### src/rtl/vga_pkg.sv
// Shared VGA definitions: pattern modes, bar colour table and
// the default 640x480 timing.
package vga_pkg;

  typedef enum logic [1:0] {
    MODE_SOLID  = 2'd0,
    MODE_BARS   = 2'd1,
    MODE_CHECK  = 2'd2,
    MODE_BORDER = 2'd3
  } mode_t;

  localparam int DEF_DIV      = 2;
  localparam int DEF_H_ACTIVE = 640;
  localparam int DEF_H_FP     = 16;
  localparam int DEF_H_SYNC   = 96;
  localparam int DEF_H_BP     = 48;
  localparam int DEF_V_ACTIVE = 480;
  localparam int DEF_V_FP     = 10;
  localparam int DEF_V_SYNC   = 2;
  localparam int DEF_V_BP     = 33;
  localparam int DEF_CNT_W    = 10;

  // {R,G,B} for bars 0..7, left to right
  function automatic logic [2:0] bar_rgb(input logic [2:0] idx);
    logic [2:0] c;
    c = 3'b000;
    case (idx)
      3'd0: c = 3'b111;
      3'd1: c = 3'b110;
      3'd2: c = 3'b011;
      3'd3: c = 3'b010;
      3'd4: c = 3'b101;
      3'd5: c = 3'b100;
      3'd6: c = 3'b001;
      default: c = 3'b000;
    endcase
    return c;
  endfunction

endpackage

### src/rtl/controlador_vga_param_core.sv
// Pixel divider, h/v raster counters and sync/active decode
// of the current counter position.
module vga_timing_core #(
  parameter int DIV      = 2,
  parameter int H_ACTIVE = 640,
  parameter int H_FP     = 16,
  parameter int H_SYNC   = 96,
  parameter int H_BP     = 48,
  parameter int V_ACTIVE = 480,
  parameter int V_FP     = 10,
  parameter int V_SYNC   = 2,
  parameter int V_BP     = 33,
  parameter int CNT_W    = 10
) (
  input  logic             i_clk,
  input  logic             i_rst,
  output logic             o_tick,
  output logic [CNT_W-1:0] o_h_cnt,
  output logic [CNT_W-1:0] o_v_cnt,
  output logic             o_hs,
  output logic             o_vs,
  output logic             o_active
);

  localparam int H_TOT = H_ACTIVE + H_FP + H_SYNC + H_BP;
  localparam int V_TOT = V_ACTIVE + V_FP + V_SYNC + V_BP;
  localparam int DW    = (DIV > 1) ? $clog2(DIV) : 1;

  localparam logic [DW-1:0]    DIV_LAST = DW'(DIV - 1);
  localparam logic [CNT_W-1:0] H_LAST = CNT_W'(H_TOT - 1);
  localparam logic [CNT_W-1:0] V_LAST = CNT_W'(V_TOT - 1);
  localparam logic [CNT_W-1:0] H_ACT  = CNT_W'(H_ACTIVE);
  localparam logic [CNT_W-1:0] V_ACT  = CNT_W'(V_ACTIVE);
  localparam logic [CNT_W-1:0] H_SS   = CNT_W'(H_ACTIVE + H_FP);
  localparam logic [CNT_W-1:0] H_SE   = CNT_W'(H_ACTIVE + H_FP + H_SYNC);
  localparam logic [CNT_W-1:0] V_SS   = CNT_W'(V_ACTIVE + V_FP);
  localparam logic [CNT_W-1:0] V_SE   = CNT_W'(V_ACTIVE + V_FP + V_SYNC);

  logic [DW-1:0]    r_div;
  logic [CNT_W-1:0] r_h;
  logic [CNT_W-1:0] r_v;
  logic             w_tick;

  assign w_tick = (r_div == DIV_LAST);

  always_ff @(posedge i_clk or posedge i_rst) begin
    if (i_rst)       r_div <= '0;
    else if (w_tick) r_div <= '0;
    else             r_div <= r_div + 1'b1;
  end

  always_ff @(posedge i_clk or posedge i_rst) begin
    if (i_rst) begin
      r_h <= '0;
      r_v <= '0;
    end else if (w_tick) begin
      if (r_h == H_LAST) begin
        r_h <= '0;
        r_v <= (r_v == V_LAST) ? '0 : r_v + 1'b1;
      end else begin
        r_h <= r_h + 1'b1;
      end
    end
  end

  // Held low in reset so DIV=1 does not show a tick there
  assign o_tick   = w_tick & ~i_rst;
  assign o_h_cnt  = r_h;
  assign o_v_cnt  = r_v;
  assign o_hs     = (r_h >= H_SS) && (r_h < H_SE);
  assign o_vs     = (r_v >= V_SS) && (r_v < V_SE);
  assign o_active = (r_h < H_ACT) && (r_v < V_ACT);

endmodule

### src/rtl/controlador_vga_param.sv
// Parametrised VGA controller: timing core, frame-synchronous
// pattern select and registered sync/RGB/coordinate outputs.
module controlador_vga_param
  import vga_pkg::*;
#(
  parameter int DIV      = DEF_DIV,
  parameter int H_ACTIVE = DEF_H_ACTIVE,
  parameter int H_FP     = DEF_H_FP,
  parameter int H_SYNC   = DEF_H_SYNC,
  parameter int H_BP     = DEF_H_BP,
  parameter int V_ACTIVE = DEF_V_ACTIVE,
  parameter int V_FP     = DEF_V_FP,
  parameter int V_SYNC   = DEF_V_SYNC,
  parameter int V_BP     = DEF_V_BP,
  parameter bit SYNC_POL = 1'b0,
  parameter int COLOR_W  = 1,
  parameter int CNT_W    = DEF_CNT_W,
  parameter int CHK_LOG2 = 4
) (
  input  logic                 CLK,
  input  logic                 RESET,
  input  logic [2:0]           ctrl_rgb,
  input  logic [1:0]           mode,
  output logic [3*COLOR_W-1:0] graph_rgb,
  output logic                 h_sync,
  output logic                 v_sync,
  output logic                 video_on,
  output logic [CNT_W-1:0]     pixel_x,
  output logic [CNT_W-1:0]     pixel_y,
  output logic                 p_tick,
  output logic                 frame_start
);

  localparam int RGB_W = 3 * COLOR_W;
  localparam int H_TOT = H_ACTIVE + H_FP + H_SYNC + H_BP;
  localparam logic [CNT_W-1:0] H_LAST  = CNT_W'(H_TOT - 1);
  localparam logic [CNT_W-1:0] H_ACT   = CNT_W'(H_ACTIVE);
  localparam logic [CNT_W-1:0] H_RIGHT = CNT_W'(H_ACTIVE - 1);
  localparam logic [CNT_W-1:0] V_BOT   = CNT_W'(V_ACTIVE - 1);
  localparam logic [CNT_W-1:0] BAR_END = CNT_W'(H_ACTIVE / 8 - 1);

  logic             w_tick;
  logic [CNT_W-1:0] w_h;
  logic [CNT_W-1:0] w_v;
  logic             w_hs;
  logic             w_vs;
  logic             w_active;
  logic             w_origin;
  mode_t            w_mode;
  mode_t            r_mode;
  logic [CNT_W-1:0] r_bar_px;
  logic [3:0]       r_bar_idx;
  logic [2:0]       w_pat;
  logic [RGB_W-1:0] w_rgb;

  vga_timing_core #(
    .DIV(DIV), .H_ACTIVE(H_ACTIVE), .H_FP(H_FP),
    .H_SYNC(H_SYNC), .H_BP(H_BP), .V_ACTIVE(V_ACTIVE),
    .V_FP(V_FP), .V_SYNC(V_SYNC), .V_BP(V_BP),
    .CNT_W(CNT_W)
  ) u_core (
    .i_clk(CLK),
    .i_rst(RESET),
    .o_tick(w_tick),
    .o_h_cnt(w_h),
    .o_v_cnt(w_v),
    .o_hs(w_hs),
    .o_vs(w_vs),
    .o_active(w_active)
  );

  assign w_origin = (w_h == '0) && (w_v == '0);
  // New mode already applies to the pixel that starts the frame
  assign w_mode   = w_origin ? mode_t'(mode) : r_mode;

  always_ff @(posedge CLK or posedge RESET) begin
    if (RESET)                   r_mode <= MODE_SOLID;
    else if (w_tick && w_origin) r_mode <= mode_t'(mode);
  end

  always_ff @(posedge CLK or posedge RESET) begin
    if (RESET) begin
      r_bar_px  <= '0;
      r_bar_idx <= '0;
    end else if (w_tick) begin
      if (w_h == H_LAST) begin
        r_bar_px  <= '0;
        r_bar_idx <= '0;
      end else if (w_h < H_ACT) begin
        if (r_bar_px == BAR_END) begin
          r_bar_px <= '0;
          if (!r_bar_idx[3]) r_bar_idx <= r_bar_idx + 1'b1;
        end else begin
          r_bar_px <= r_bar_px + 1'b1;
        end
      end
    end
  end

  always_comb begin
    w_pat = 3'b000;
    unique case (w_mode)
      MODE_SOLID:  w_pat = ctrl_rgb;
      MODE_BARS:
        w_pat = r_bar_idx[3] ? 3'b000 : bar_rgb(r_bar_idx[2:0]);
      MODE_CHECK:
        w_pat = (w_h[CHK_LOG2] ^ w_v[CHK_LOG2]) ? ctrl_rgb : 3'b000;
      MODE_BORDER:
        w_pat = (w_v == '0 || w_v == V_BOT ||
                 w_h == '0 || w_h == H_RIGHT) ? ctrl_rgb : 3'b000;
    endcase
    w_rgb = '0;
    if (w_active)
      w_rgb = {{COLOR_W{w_pat[2]}}, {COLOR_W{w_pat[1]}},
               {COLOR_W{w_pat[0]}}};
  end

  always_ff @(posedge CLK or posedge RESET) begin
    if (RESET) begin
      graph_rgb   <= '0;
      h_sync      <= ~SYNC_POL;
      v_sync      <= ~SYNC_POL;
      video_on    <= 1'b0;
      pixel_x     <= '0;
      pixel_y     <= '0;
      frame_start <= 1'b0;
    end else if (w_tick) begin
      graph_rgb   <= w_rgb;
      h_sync      <= w_hs ? SYNC_POL : ~SYNC_POL;
      v_sync      <= w_vs ? SYNC_POL : ~SYNC_POL;
      video_on    <= w_active;
      pixel_x     <= w_h;
      pixel_y     <= w_v;
      frame_start <= w_origin;
    end
  end

  assign p_tick = w_tick;

endmodule

### config.mk
export PLATFORM = sky130hd
export DESIGN_NAME = controlador_vga_param
export DESIGN_NICKNAME = d
export VERILOG_FILES = /design/src/rtl/vga_pkg.sv /design/src/rtl/controlador_vga_param_core.sv /design/src/rtl/controlador_vga_param.sv
export SDC_FILE = /design/constraint.sdc
export NUM_CORES = 1
export LEC_CHECK = 0
export ABC_AREA = 1
export BUFFER_PORTS_ARGS = -buffer_cell sky130_fd_sc_hd__buf_2
export CELL_PAD_IN_SITES_DETAIL_PLACEMENT = 1
export CELL_PAD_IN_SITES_GLOBAL_PLACEMENT = 1
export CORE_MARGIN = 3
export CORE_UTILIZATION = 40
export DETAILED_ROUTE_END_ITERATION = 16
export GPL_ROUTABILITY_DRIVEN = 0
export PLACE_DENSITY = 0.85
export SETUP_SLACK_MARGIN = 0.3
export SLEW_MARGIN = 20
export SYNTH_ARGS = -nofsm -noshare
export SYNTH_HDL_FRONTEND = slang
export SYNTH_SLANG_ARGS = --single-unit
### constraint.sdc
create_clock -name CLK -period 1.72 [get_ports CLK]
set_input_delay 0.086 -clock CLK [delete_from_list [all_inputs] [get_ports CLK]]
set_output_delay 0.086 -clock CLK [all_outputs]
set_load 0.02 [all_outputs]
==> impl_metrics.yaml, run 1 <==
synth:
  ys_seq_area_frac: 0.466
  mux_share_of_post_synthesis_cell_area: 0
  syn_area_per_cell_um2: 8.32
  netlist-cell-type-count: 37
  yosys-top-cells-area: "sky130_fd_sc_hd__dfrtp_1 45%, sky130_fd_sc_hd__nand2_1 9.8%, sky130_fd_sc_hd__inv_1 6.0%, sky130_fd_sc_hd__o21ai_0 5.4%, sky130_fd_sc_hd__nand3_1 5.2%"
  synth_compound_area_frac: 0.0908
  synthAdderAreaFrac: 0.0327
  postSynthRegisterBits: 64
  synth-xor-area-share: 0.0254
  netlist_area_um2: 3450
  synthesis.nets: 430
  yosysTopAreaCellShare: 0.450
  synth_simple_gate_area_frac: 0.304
  synth.largest_area_cell: "sky130_fd_sc_hd__dfrtp_1"
  syn_inst: 414
  largest_family_of_logic_cells_by_synthesized_area: "simple AND/OR/NAND/NOR gates"
  synth.yosys.warnings: 0
cells_and_area:
  num-fill-cells: 961
  num_antenna_cells: 0
  layoutNonFillerInstCount: 615
  final_layout_size_suffix_gt1_frac: 0.455
  multiInputGateArea_um2: 2040
  layout_common_cells: "73 x sky130_fd_sc_hd__nand2_1, 54 x sky130_fd_sc_hd__dfrtp_1, 41 x sky130_fd_sc_hd__inv_1"
  syn2layout_area_growth_pct: 41.1
  final_net_count: 521
  layout.area.seq_um2: 1610
  final_common_cell: "sky130_fd_sc_hd__nand2_1"
die:
  io_pins: 35
  dieWidth_um: 98.8
  coreArea_um2: 8300
  die-height_um: 98.8
  placement_rows: 33
  die_ar_um2: 9760
  initial_core_util: 0.415
route:
  number_of_violations_reported_at_the_end_of_detailed_routing_iteration_0: 165
  drt_drc_violations_left: 0
  wire_per_inst_um: 22.8
  totalWireLength_mm: 14.0
  viasPerCell: 5.77
  num_vias: 3546
  detail-route-antenna-nets: 0
  drtPass1Iterations: 5
critical_path:
  cp.required_ns: 2.00
  path_cells: "inv_2 -> ha_4 -> nand3_4 -> nor2_4 -> nand2_2 -> nand2_2 -> nand2_4 -> nor2_4 -> nand3_1 -> nand2_1 -> nand2_1 -> nand2_1"
  cp_slowest_cell: "sky130_fd_sc_hd__dfrtp_1"
  worst-path-buf-inv: 1
  worstSetupStartpointType: "flop"
  critPathCaptureType: "flop"
  worst-path-max-fanout: 7
  worstPathArrival_ns: 2.14
  worst_path_most_repeated_cell: "sky130_fd_sc_hd__nand2_1"
  worstSetupPathType: "reg2reg"
  slowest_delay_ns: 0.41
  critPathTopFamily: "simple AND/OR/NAND/NOR gates"
global_route:
  initial_antenna_violation_count: 0
  grt.overflow.total: 0
  overall_track_demand_over_capacity_in_global_routing: 0.241
  grt_pass1_vias: 3655
  first_pass_grt_wire_length_mm: 18.5
  grt_start_max_net_pins: 33
place:
  post-dp-hpwl_mm: 6.85
  placedCellCount: 562
  port_buffers: 34
sta:
  worst-slew-pin-transition_ns: 0.577
  period_minus_slack_ns: 1.86
  setup_viol: 12
  period_share: 1.08
  setup_total_negative_slack_ns: -0.606
  number_of_endpoints_with_negative_hold_slack_in_the_final_report: 0
  rsz0062_at_grt: "yes"
  worst_clock_skew_ns: 0.0191
  holdWs_ns: 0.0594
  fin_ws_ns: -0.135
  achievable-frequency_mhz: 539
  timing.slew.headroom: 0.615
  final_max_slew_viol_count: 0
power:
  pwr_density_cell_nw_per_um2: 761
  power.internal_uw: 2480
  p_leak_uw: 0.00238
  power.ir.vdd_worst_v: 0.000463
  share_comb_of_total_power: 0.198
  pwr-share-seq: 0.467
  p_switching_uw: 1220
  power.share.clock: 0.335
  power.switching_fraction: 0.331
clock_network:
  clk_pin_slew_ns: 0.07
  clock_insertion_delay_at_the_later_pin_of_the_skew_report_ns: 0.36
  clock_sink_count: 64
  tritoncts_clock_tree: "yes"
  clock_tree.buffer_depth: 2
  clockRootBuffer: "sky130_fd_sc_hd__clkbuf_8"
  tritoncts.num_buffers: 9
  htree_levels: 3
outcome:
  violations: "setup timing"
  outcome: "finished with violations"
flow_run:
  drv.max_cap_violation_count: 0
hold_path:
  worst_hold_path_type: "in2reg"
[worst reg2reg max path, delay by kind of cell (launching register included)]
family	cells	cell delay, ns
and+or+nand+nor	10	1.09
DFF	1	0.41
adders and majority gates	1	0.17
buffers and inverters	1	0.10
[path summary, 6_finish.rpt]
kind	end	startpoint	slack (ns)	cells past startpoint
setup / recovery	graph_rgb[1]	u_core.o_v_cnt[0]	-0.14	12
hold / removal	r_mode[0]	mode[0]	0.06	3
setup reg to reg	graph_rgb[1]	u_core.o_v_cnt[0]	-0.14	12
hold reg to reg	h_sync	h_sync	0.47	2
max in group asynchronous	r_bar_idx[2]	RESET	0.70	4
min in group asynchronous	u_core.o_h_cnt[5]	RESET	0.42	3
[flip-flops by register name (all words and copies together), names as in the netlist]
| signal | cells |
|---|---|
| frame_start | 1 |
| graph_rgb | 3 |
| h_sync | 1 |
| pixel_x | 10 |
| pixel_y | 10 |
| r_bar_idx | 4 |
| r_bar_px | 10 |
| r_mode | 2 |
| u_core.o_h_cnt | 10 |
| u_core.o_v_cnt | 10 |
| u_core.r_div | 1 |
| v_sync | 1 |
| video_on | 1 |
[Yosys cell counts, drive strengths merged]
cell	count
o211ai	2
buf	8
inv	58
a2bb2oi	1
nand2	94
nand3b	6
o21ai	42
a221oi	1
nor2	38
dfrtp	62
clkbuf	1
or2	1
xor2	9
xnor2	1
ha	9
nor4	6
a21oi	10
dfstp	2
nor3	11
o21bai	1
nand3	41
nand4	9
a2111oi	1
[layout make-up]
type                       instances  share of cell area
inverter                          58              0.0502
clock inverter                     3             0.00360
timing repair buffer              89               0.136
sequential                        64               0.332
clock buffer                      13              0.0327
tap                              105              0.0270
multi-input combinational        283               0.419
[logic make-up (layout without fill, tap and decap cells)]
kind of cell / count (synthesis) / in the layout
simple gates: 206 / 206
flops: 64 / 64
compound gates: 58 / 58
buf+inv: 67 / 163
xor+xnor: 10 / 10
fa+ha+maj: 9 / 9
[metrics by stage]
step	instance area [µm²]	setup WS [ns]	total power, µW	utilization
finish	4860	-0.135	3700	0.586
global route	4860	-0.243	3860	0.586
CTS	4410	0.0603	3480	0.532
detailed placement	3850	-0.0285	2250	0.464
global placement	3850	0.114	2220	0.464
floorplan	3460	0.215	2080	-
[per-layer routing]
metal  GRT usage  share of wire
met5           0              0
met4       0.129          0.055
met3      0.0418          0.052
met2       0.414           0.49
met1       0.287           0.40
[what timing repair did]
action,4_1_cts,5_1_grt
setup buffers,18,18
hold buffers,1,0
resized for setup,72,79
gates cloned,0,0
endpoints found under the hold margin,21,0
setup endpoints to repair,36,40
pin swaps,25,35
[power by group through the flow]
stage | clock [µW] | combinational, µW | sequential, µW
6_report | 1240 | 733 | 1730
5_1_grt | 1310 | 809 | 1740
4_1_cts | 1210 | 567 | 1710
3_5_place_dp | 0 | 520 | 1730
3_3_place_gp | 0 | 493 | 1720
2_1_floorplan | 0 | 347 | 1740
Note: power is estimated with default switching activity, not from simulation.
==> run 2: changes to the inputs <==
--- a/config.mk
+++ b/config.mk
@@ -14,7 +14,6 @@
 export DETAILED_ROUTE_END_ITERATION = 16
 export GPL_ROUTABILITY_DRIVEN = 0
 export PLACE_DENSITY = 0.85
-export SETUP_SLACK_MARGIN = 0.3
 export SLEW_MARGIN = 20
 export SYNTH_ARGS = -nofsm -noshare
 export SYNTH_HDL_FRONTEND = slang
==> run 2 against run 1 <==
Net effect:
- the flow still finishes with violations (setup timing)
- via count shrank 8.9%
- clock skew shrank 0.0025 ns
- clock power grew 41%
- critical path depth shrank 4
- highest routed layer unchanged
- largest power group is now clock
- sequential share of layout area grew 2.4 points
- design area shrank 7.2%
- hold slack lost 0.014 ns
- final cell count shrank 2.3%
- die area is the same
- count of clock-buffer cells in the layout shrank 3
- register-to-register slack gained 0.096 ns
- power grew 9.8%
==> impl_metrics.yaml, run 2 (same netlist as run 1, synthesis figures left out) <==
outcome:
  violations: "setup timing"
  outcome: "finished with violations"
sta:
  holdWs_ns: 0.0458
  fin_ws_ns: -0.0393
  period_minus_slack_ns: 1.76
  achievable-frequency_mhz: 568
  final_max_slew_viol_count: 0
  timing.slew.headroom: 0.629
  number_of_endpoints_with_negative_hold_slack_in_the_final_report: 0
  period_share: 1.02
  setup_viol: 11
  rsz0062_at_grt: "yes"
  worst-slew-pin-transition_ns: 0.552
  worst_clock_skew_ns: 0.0166
route:
  wire_per_inst_um: 18.2
  drt_drc_violations_left: 0
  viasPerCell: 5.38
  number_of_violations_reported_at_the_end_of_detailed_routing_iteration_0: 152
  totalWireLength_mm: 11.0
  detail-route-antenna-nets: 0
  drtPass1Iterations: 4
  num_vias: 3232
die:
  io_pins: 35
  die_ar_um2: 9760
  placement_rows: 33
  initial_core_util: 0.415
  die-height_um: 98.8
  coreArea_um2: 8300
  dieWidth_um: 98.8
cells_and_area:
  multiInputGateArea_um2: 1770
  end_of_flow_core_utilization: 0.543
  num_antenna_cells: 0
  final_common_cell: "sky130_fd_sc_hd__nand2_1"
  layout.area.seq_um2: 1610
  syn2layout_area_growth_pct: 30.9
  num-fill-cells: 1006
  final_layout_size_suffix_gt1_frac: 0.327
  layout_common_cells: "81 x sky130_fd_sc_hd__nand2_1, 61 x sky130_fd_sc_hd__dfrtp_1, 48 x sky130_fd_sc_hd__inv_1"
  final_net_count: 507
place:
  port_buffers: 34
  post-dp-hpwl_mm: 6.87
global_route:
  grt.overflow.total: 0
  initial_antenna_violation_count: 0
  overall_track_demand_over_capacity_in_global_routing: 0.206
  grt_pass1_vias: 3284
  grt_start_max_net_pins: 65
  first_pass_grt_wire_length_mm: 16.1
hold_path:
  worst_hold_path_type: "in2reg"
clock_network:
  htree_levels: 3
  clock_sink_count: 64
  clock_tree.buffer_depth: 2
  tritoncts.num_buffers: 9
  tritoncts_clock_tree: "yes"
  clock_insertion_delay_at_the_later_pin_of_the_skew_report_ns: 0.35
  clockRootBuffer: "sky130_fd_sc_hd__clkbuf_8"
  clk_pin_slew_ns: 0.08
flow_run:
  drv.max_cap_violation_count: 0
power:
  power.ir.vdd_worst_v: 0.000625
  pwr_density_cell_nw_per_um2: 900
  p_leak_uw: 0.00225
  p_total_uw: 4060
critical_path:
  cp.required_ns: 1.96
  worst-path-max-fanout: 7
  worstPathArrival_ns: 2.00
  critPathCaptureType: "flop"
  worstSetupStartpointType: "flop"
  worstSetupPathType: "reg2reg"
run 2: critical path: stages (launching register included):
cell and delay (ns):
sky130_fd_sc_hd__dfrtp_1 0.41, sky130_fd_sc_hd__ha_2 0.23, sky130_fd_sc_hd__nand3_4 0.10, sky130_fd_sc_hd__nor2_4 0.19
sky130_fd_sc_hd__nand3_4 0.20, sky130_fd_sc_hd__nor2_4 0.19, sky130_fd_sc_hd__nand3_2 0.09, sky130_fd_sc_hd__xor2_1 0.20
sky130_fd_sc_hd__nor2_2 0.05
run 2: what timing repair did:
item                                   in CTS  in global routing
hold buffers                                1                  0
setup endpoints to repair                  16                 24
setup buffers                               2                 13
endpoints found under the hold margin      62                  0
pin swaps                                   5                 18
gates resized for setup                    16                 53
run 2: worst paths after layout:
check	from	end	cells after the start	slack, ns
max reg2reg	u_core.o_h_cnt[1]	u_core.o_v_cnt[9]	8	-0.04
min	mode[1]	r_mode[1]	3	0.05
min in group asynchronous	RESET	pixel_x[3]	4	0.42
max in group asynchronous	RESET	h_sync	4	0.96
max	u_core.o_h_cnt[1]	u_core.o_v_cnt[9]	8	-0.04
min reg2reg	pixel_x[7]	pixel_x[7]	2	0.47
run 2: layout make-up:
type,count,area share
Timing Repair Buffer,75,0.114
Clock inverter,6,0.0288
Clock buffer,10,0.0305
Multi-Input combinational cell,283,0.393
Tap cell,105,0.0291
Inverter,58,0.0488
Sequential cell,64,0.356
run 2: power breakdown:
| group | total [µW] | internal (µW) | leakage [µW] | switching, µW |
|---|---|---|---|---|
| Sequential | 1720 | 1630 | 0.000822 | 89.2 |
| Clock | 1750 | 1140 | 0.000136 | 608 |
| Combinational | 593 | 201 | 0.00130 | 392 |
| Total | 4060 | 2970 | 0.00225 | 1090 |
run 2: layer usage:
metal,up-vias,routed length [µm],global-route usage
li1,1505,-,-
met1,1617,4470,0.257
met4,0,359,0.0641
met5,-,0,0
met2,77,5730,0.358
met3,33,405,0.0432
run 2: stage by stage:
step | instances | TNS [ns] | area [µm²] | worst slack [ns]
3_5_place_dp | 569 | -0.212 | 3880 | -0.0898
2_1_floorplan | 414 | 0 | 3450 | 0.0392
4_1_cts | 588 | -0.00637 | 4240 | -0.00637
3_3_place_gp | 569 | 0 | 3880 | 0.0284
6_report | 601 | -0.251 | 4510 | -0.0393
5_1_grt | 601 | -2.90 | 4510 | -0.167
==> run 3: changes to the inputs <==
--- a/config.mk
+++ b/config.mk
@@ -10,10 +10,10 @@
 export CELL_PAD_IN_SITES_DETAIL_PLACEMENT = 1
 export CELL_PAD_IN_SITES_GLOBAL_PLACEMENT = 1
 export CORE_MARGIN = 3
-export CORE_UTILIZATION = 40
+export CORE_UTILIZATION = 48
 export DETAILED_ROUTE_END_ITERATION = 16
 export GPL_ROUTABILITY_DRIVEN = 0
-export PLACE_DENSITY = 0.85
+export PLACE_DENSITY = 0.94
 export SLEW_MARGIN = 20
 export SYNTH_ARGS = -nofsm -noshare
 export SYNTH_HDL_FRONTEND = slang
==> constraint.sdc (replaced) <==
create_clock -name CLK -period 2.24 [get_ports CLK]
set_input_delay 0.112 -clock CLK [delete_from_list [all_inputs] [get_ports CLK]]
set_output_delay 0.112 -clock CLK [all_outputs]
set_load 0.02 [all_outputs]
==> run 3 against run 2 <==
Net effect:
- the run now ends clean
- die area decreased by 16%
- critical path depth unchanged
- design area decreased by 14%
- maximum frequency decreased by 11%
- core utilization increased by 2.0 points
- critical path type unchanged
- largest power group is now registers
- highest routed layer unchanged
==> impl_metrics.yaml, run 3 (same netlist as run 1, synthesis figures left out) <==
clock_network:
  clk_pin_slew_ns: 0.07
  tritoncts.num_buffers: 9
  htree_levels: 3
  post_cts.repair.setup_buffers: 0
  clock_insertion_delay_at_the_later_pin_of_the_skew_report_ns: 0.34
  clock_tree.buffer_depth: 2
  postCtsResizedCells: 0
  clockRootBuffer: "sky130_fd_sc_hd__clkbuf_8"
  tritoncts_clock_tree: "yes"
  clock_sink_count: 64
critical_path:
  timing.critical_path.from: "u_core.o_h_cnt[0]"
  cp_slowest_cell: "sky130_fd_sc_hd__nor2_4"
  worstSetupStartpointType: "flop"
  worst-path-buf-inv: 0
  worst-path-max-fanout: 21
  worst_path_most_repeated_cell: "sky130_fd_sc_hd__nor2_4"
  timing.rr.start: "u_core.o_h_cnt[0]"
  worstPathArrival_ns: 2.20
  path_cells: "ha_1 -> nand3_1 -> nor2_4 -> o21ai_2 -> nor2_4 -> nand2_1 -> o21ai_1 -> a21oi_1"
  cp.required_ns: 2.45
  critPathCaptureType: "flop"
  slowest_delay_ns: 0.38
  critPathTopFamily: "simple AND/OR/NAND/NOR gates"
  worstSetupPathType: "reg2reg"
sta:
  final_max_slew_viol_count: 0
  period_minus_slack_ns: 1.98
  timing.slew.headroom: 0.562
  achievable-frequency_mhz: 504
  worst_clock_skew_ns: 0.0115
  setup_total_negative_slack_ns: 0
  number_of_endpoints_with_negative_hold_slack_in_the_final_report: 0
  period_share: 0.885
  rsz0062_at_grt: "no"
  worst-slew-pin-transition_ns: 0.652
  fin_ws_ns: 0.257
  setup_viol: 0
die:
  placement_rows: 30
  coreArea_um2: 6870
  io_pins: 35
  initial_core_util: 0.502
  dieWidth_um: 90.7
  die_ar_um2: 8230
  die-height_um: 90.7
place:
  post-dp-hpwl_mm: 6.73
  port_buffers: 34
  preCtsSetupSlack_ns: 0.279
hold_path:
  worst_hold_path_type: "in2reg"
  worstHoldStart: "mode[0]"
cells_and_area:
  final_layout_size_suffix_gt1_frac: 0.168
  final_net_count: 469
  syn2layout_area_growth_pct: 12.4
  final_common_cell: "sky130_fd_sc_hd__nand2_1"
  num-fill-cells: 876
  num_antenna_cells: 0
  layout_common_cells: "90 x sky130_fd_sc_hd__nand2_1, 62 x sky130_fd_sc_hd__dfrtp_1, 54 x sky130_fd_sc_hd__inv_1"
global_route:
  grt_pass1_vias: 3178
  grt_start_max_net_pins: 48
  overall_track_demand_over_capacity_in_global_routing: 0.236
  first_pass_grt_wire_length_mm: 15.5
  grt.overflow.total: 0
  initial_antenna_violation_count: 0
power:
  power.ir.vdd_worst_v: 0.000339
  p_leak_uw: 0.00193
  pwr_density_cell_nw_per_um2: 661
route:
  num_vias: 2958
  totalWireLength_mm: 9.09
  drt_drc_violations_left: 0
  detail-route-antenna-nets: 0
  viasPerCell: 5.34
  wire_per_inst_um: 16.4
  number_of_violations_reported_at_the_end_of_detailed_routing_iteration_0: 105
  drtPass1Iterations: 4
outcome:
  outcome: "complete, no violations"
flow_run:
  drv.max_cap_violation_count: 0
-- run 3: cell types whose count changed in the layout (fill, tap and decap cells not counted), moves of 5 or more --
cell / before / now
sky130_fd_sc_hd__buf_4: 33 / 1
sky130_fd_sc_hd__buf_6: 6 / 0
sky130_fd_sc_hd__clkbuf_1: 0 / 5
sky130_fd_sc_hd__inv_1: 48 / 54
sky130_fd_sc_hd__inv_2: 9 / 4
sky130_fd_sc_hd__nand2_1: 81 / 90
sky130_fd_sc_hd__nand2_2: 9 / 3
sky130_fd_sc_hd__nand3_1: 29 / 36
sky130_fd_sc_hd__nor2_1: 22 / 28
sky130_fd_sc_hd__nor3_1: 4 / 9
sky130_fd_sc_hd__o21ai_0: 30 / 37
-- run 3: power by group --
part	switching, µW	internal, µW
Clock	428	433
Sequential	67.3	1250
Combinational	265	117
-- run 3: metal layers --
metal	global-route usage	vias up	wire (µm)
met2	0.381	70	4340
met1	0.314	1442	4170
met4	0.111	0	267
li1	-	1422	-
met5	0	-	0
met3	0.0325	24	313
-- run 3: worst paths after layout --
path	depth (start not counted)	to	slack [ns]
max in group asynchronous	4	h_sync	1.13
worst max register to register	8	r_bar_px[2]	0.26
worst min-delay path	3	r_mode[0]	0.06
worst min register to register	2	graph_rgb[1]	0.48
min in group asynchronous	3	pixel_x[2]	0.44
worst max-delay path	8	r_bar_px[2]	0.26
-- run 3: layout make-up --
type / instances / area, µm² / area share
tap: 96 / 120 / 0.0310
clock inverter: 1 / 5.00 / 0.00129
multi-input combinational: 283 / 1560 / 0.403
timing repair buffer: 37 / 208 / 0.0536
clock buffer: 15 / 156 / 0.0404
sequential: 64 / 1600 / 0.414
inverter: 58 / 218 / 0.0562
-- run 3: worst min-delay path: stages --
cell and delay (ns):
sky130_fd_sc_hd__buf_2 0.10, sky130_fd_sc_hd__inv_1 0.06, sky130_fd_sc_hd__o21ai_0 0.08
-- run 3: what timing repair did --
action,4_1_cts,5_1_grt
endpoints found under the hold margin,23,0
setup endpoints to repair,0,0
hold buffers,1,0
-- run 3: metrics by stage --
step,power [µW],area [µm²],hold slack [ns],cells,utilization
2_1_floorplan,1600,3450,0.256,414,-
3_3_place_gp,1680,3700,0.246,537,0.539
3_5_place_dp,1720,3700,0.265,537,0.539
4_1_cts,2580,3870,0.0551,554,0.564
5_1_grt,2690,3870,0.0963,554,0.564
6_report,2560,3870,0.0639,554,0.564
